$ cat src/rtl/basic_system_ram_arbiter.sv
// Two-requester round-robin arbiter in front of a single-port synchronous RAM.
// One command per cycle reaches the RAM; read data returns one clock after acceptance.
module basic_system_ram_arbiter #(
    parameter int ADDR_W = 10,
    parameter int DATA_W = 32
) (
    input  logic                  clk,
    input  logic                  reset_n,

    input  logic [ADDR_W-1:0]     m0_address,
    input  logic [DATA_W/8-1:0]   m0_byteenable,
    input  logic                  m0_read,
    input  logic                  m0_write,
    input  logic [DATA_W-1:0]     m0_writedata,
    output logic                  m0_waitrequest,
    output logic [DATA_W-1:0]     m0_readdata,
    output logic                  m0_readdatavalid,

    input  logic [ADDR_W-1:0]     m1_address,
    input  logic [DATA_W/8-1:0]   m1_byteenable,
    input  logic                  m1_read,
    input  logic                  m1_write,
    input  logic [DATA_W-1:0]     m1_writedata,
    output logic                  m1_waitrequest,
    output logic [DATA_W-1:0]     m1_readdata,
    output logic                  m1_readdatavalid,

    output logic [ADDR_W-1:0]     ram_address,
    output logic [DATA_W/8-1:0]   ram_byteenable,
    output logic [DATA_W-1:0]     ram_writedata,
    output logic                  ram_chipselect,
    output logic                  ram_write,
    output logic                  ram_clken,
    input  logic [DATA_W-1:0]     ram_readdata
);

    // Handshake: a requester's command is taken on a clock edge where it is
    // active (read or write high) and its waitrequest is low; otherwise it holds.

    logic run_q;
    logic last_grant_q, last_grant_d;
    logic rd_pending_q, rd_pending_d;
    logic rd_owner_q,   rd_owner_d;

    logic m0_act, m1_act;
    logic grant_vld;
    logic grant_idx;
    logic win_read;
    logic win_write;

    // run_q keeps the arbiter and RAM clock enable off until the first edge after release.
    always_comb begin
        m0_act    = m0_read | m0_write;
        m1_act    = m1_read | m1_write;
        grant_vld = run_q & (m0_act | m1_act);
        if (m0_act && m1_act) begin
            grant_idx = ~last_grant_q;
        end else begin
            grant_idx = m1_act;
        end
    end

    always_comb begin
        ram_address    = grant_idx ? m1_address    : m0_address;
        ram_byteenable = grant_idx ? m1_byteenable : m0_byteenable;
        ram_writedata  = grant_idx ? m1_writedata  : m0_writedata;
        win_read       = grant_idx ? m1_read       : m0_read;
        win_write      = grant_idx ? m1_write      : m0_write;
        ram_chipselect = grant_vld;
        ram_write      = grant_vld & win_write;
        ram_clken      = run_q;

        m0_waitrequest = m0_act & ~(grant_vld & ~grant_idx);
        m1_waitrequest = m1_act & ~(grant_vld &  grant_idx);

        last_grant_d = grant_vld ? grant_idx : last_grant_q;
        rd_pending_d = grant_vld & win_read;
        rd_owner_d   = (grant_vld & win_read) ? grant_idx : rd_owner_q;
    end

    always_ff @(posedge clk or negedge reset_n) begin
        if (!reset_n) begin
            run_q        <= 1'b0;
            last_grant_q <= 1'b1;
            rd_pending_q <= 1'b0;
            rd_owner_q   <= 1'b0;
        end else begin
            run_q        <= 1'b1;
            last_grant_q <= last_grant_d;
            rd_pending_q <= rd_pending_d;
            rd_owner_q   <= rd_owner_d;
        end
    end

    // The RAM output is shared; each requester qualifies it with its own valid.
    assign m0_readdata      = ram_readdata;
    assign m1_readdata      = ram_readdata;
    assign m0_readdatavalid = rd_pending_q & ~rd_owner_q;
    assign m1_readdatavalid = rd_pending_q &  rd_owner_q;

endmodule

$ cat config.mk
export PLATFORM = sky130hd
export DESIGN_NAME = basic_system_ram_arbiter
export DESIGN_NICKNAME = d
export VERILOG_FILES = /design/src/rtl/basic_system_ram_arbiter.sv
export SDC_FILE = /design/constraint.sdc
export NUM_CORES = 1
export LEC_CHECK = 0
export ABC_CLOCK_PERIOD_IN_PS = 3020
export BUFFER_PORTS_ARGS = -buffer_cell sky130_fd_sc_hd__buf_2
export CORE_AREA = 2 2 95 97
export CTS_BUF_LIST = sky130_fd_sc_hd__clkbuf_4 sky130_fd_sc_hd__clkbuf_8
export DETAILED_ROUTE_END_ITERATION = 7
export DIE_AREA = 0 0 97 99
export HOLD_SLACK_MARGIN = 0.15
export PLACE_DENSITY_LB_ADDON = 0.15
export SLEW_MARGIN = 5
export SYNTH_ARGS = -nofsm -noshare
export SYNTH_HDL_FRONTEND = slang
export SYNTH_SLANG_ARGS = --single-unit
$ cat constraint.sdc
create_clock -name clk -period 3.02 [get_ports clk]
set_input_delay 0 -clock clk [delete_from_list [all_inputs] [get_ports clk]]
set_output_delay 0 -clock clk [all_outputs]
set_load 0.01 [all_outputs]
==> run metrics <==
Final Cycle Share=0.716; Worst-Margin Slew=927 ps; post-route antenna net violation count=0; Netlist cell types=21; Residual DRC=0; Hold WC Path Type=input port to flop; clock root buffer=clkbuf_8; worst skew pair latency=220 ps; vias in the first global route=1,309; Cell Pwr Density=296 mW/mm2; I/O Buffers=150; Layout area overhead=60.3%; Seq pwr share=0.113; post-DR wirelength/cell=11.1 um; post-cts sizing count=0; Mapped Area=0.00130 mm2; CP max FO=29; setup_tns=0 ps; Post-CTS Setup Inserts=0; Leak=0.00109 uW; Critical Path Sink=ram_writedata[15]; Power Total=615 uW; clock-pin slew on the worst setup and hold paths=30 ps; status=completed; most frequent cells in the layout=buf_2, mux2_2, dlygate4sd3_1; DP HPWL=3250 um; Psw=227 uW; Comb pwr share=0.677; H-tree depth=1; CTS max path bufs=2; CTS tree=yes; Avg Vias per Cell=3.71; gr ovfl total=0; commonest non-fill, non-tap cell in the layout=buf_2; Filler cells=964; register area=101 um2; largest net degree at the start of global routing=30; nets=395; n_diodes=0; FF+latch count, synth=4; Initial Util=0.152; vias=1,381; flop2flop setup slack=1670 ps; # setup viols final=0; total I/O pin count=247; Syn Area/Cell=9.07 um2; critical path startpoint=last_grant_q; fin crit period=2160 ps; Crit Path Category=flop to output port; Internal Power=388 uW; die area=0.00960 mm2; initial antenna violation count=0; CTS Buf Count=3; Fmax=462 MHz; RSZ-0062 raised after global routing=false; # rows=34; Reg2Reg Depth=3; CP Capture Type=output port; Syn. warnings=0; switching portion of total power=0.370; first-pass GRT wire length=6090 um; final wirelength=4140 um; Setup crit start kind=flop; Critical Path AT=2160 ps; Final Skew=4.94 ps; Critical R2R Launch=last_grant_q; Slew Limit Fails=0; Clk network pwr share=0.210; Chip Width=97 um; gpl congestion=0.679; Post-Syn Instances=143; Starting DRT DRC Count=9; RR Endpoint=rd_owner_q; Rel. slew slack=0.380; Max rail drop VDD=0.0886 mV; Final Hold Fails=0; maxcap violations=0; First-pass DRT Iterations=2; GRT Util Overall=0.0756; clk sinks=4; Synth Net Count=273; Worst Path Required=3020 ps; height of the die=99 um; Core ar.=0.00855 mm2; share of cells above drive strength 1=0.777; CTS Hold Bufs=35; multi-input logic area=674 um2; post-synthesis sequential area ratio=0.0781
-- power by group through the flow --
stage / registers, uW / logic, uW / clock network [uW]
final: 69.4 / 416 / 129
after global placement: 69.4 / 356 / 0
after CTS: 69.3 / 424 / 134
after detailed placement: 69.7 / 354 / 0
after floorplan: 68.1 / 292 / 0
after global routing: 70.2 / 452 / 140
-- critical path, stage by stage (launching register included) --
cell     delay, ps
dfstp_2        560
o21ai_2         90
o21ai_4        340
buf_4          430
mux2_2         370
buf_2          140
-- through the flow --
stage / area, um2 / setup WS (ps) / cells / utilization / hold WS (ps)
4_1_cts: 2080 / 797 / 372 / 0.243 / 167
6_report: 2080 / 858 / 372 / 0.243 / 168
5_1_grt: 2080 / 718 / 372 / 0.243 / 177
3_5_place_dp: 1680 / 1040 / 333 / 0.197 / -191
2_1_floorplan: 1300 / 1710 / 143 / - / -296
3_3_place_gp: 1680 / 1060 / 333 / 0.197 / -184
-- cell usage after synthesis --
library cell	count	area [um2]
and2_1	1	6.26
nor2_1	2	7.51
a21oi_1	5	25.0
o21ai_0	1	5.00
a311oi_1	1	8.76
nand2b_1	1	6.26
nor2b_1	1	6.26
buf_6	2	22.5
inv_1	3	11.3
o221a_2	1	11.3
nand2_1	3	11.3
dfstp_2	1	26.3
o21ai_2	2	17.5
mux2_2	39	439
conb_1	1	3.75
a21boi_0	1	7.51
mux2_4	7	105
buf_2	3	15.0
buf_4	64	480
dfrtp_1	3	75.1
o22ai_1	1	6.26
-- layer usage --
layer / part of all wire / global-route usage
met1: 0.34 / 0.0866
met2: 0.53 / 0.142
met3: 0.12 / 0.0206
met4: 0.010 / 0.0141
met5: 0 / 0
-- worst min path at each step --
stage / depth (start not counted) / start / endpoint
global placement: 1 / reset_n / ram_clken
detailed placement: 1 / reset_n / ram_clken
floorplan: 0 / reset_n / ram_clken
global route: 2 / m1_read / rd_pending_q
CTS: 3 / m1_read / rd_owner_q
finish: 3 / m1_read / rd_owner_q
-- state kept, by name, indices dropped and copies added, names as in the netlist --
name / cells
last_grant_q: 1
rd_pending_q: 1
rd_owner_q: 1
ram_clken: 1
-- cell families after synthesis --
kind of cell	Yosys count	share of synthesized area
buf+inv	72	0.408
mux	46	0.419
compound gates	12	0.0627
simple gates	8	0.0289
flops	4	0.0781
other cells	1	0.00289
-- area by class of cell --
cell class                      count  share of cell area
Multi-Input combinational cell     67               0.324
Clock buffer                        4              0.0235
Timing Repair Buffer              186               0.533
Inverter                            3             0.00542
Sequential cell                     4              0.0487
Tap cell                          108              0.0650
Note: power is estimated with default switching activity, not from simulation.
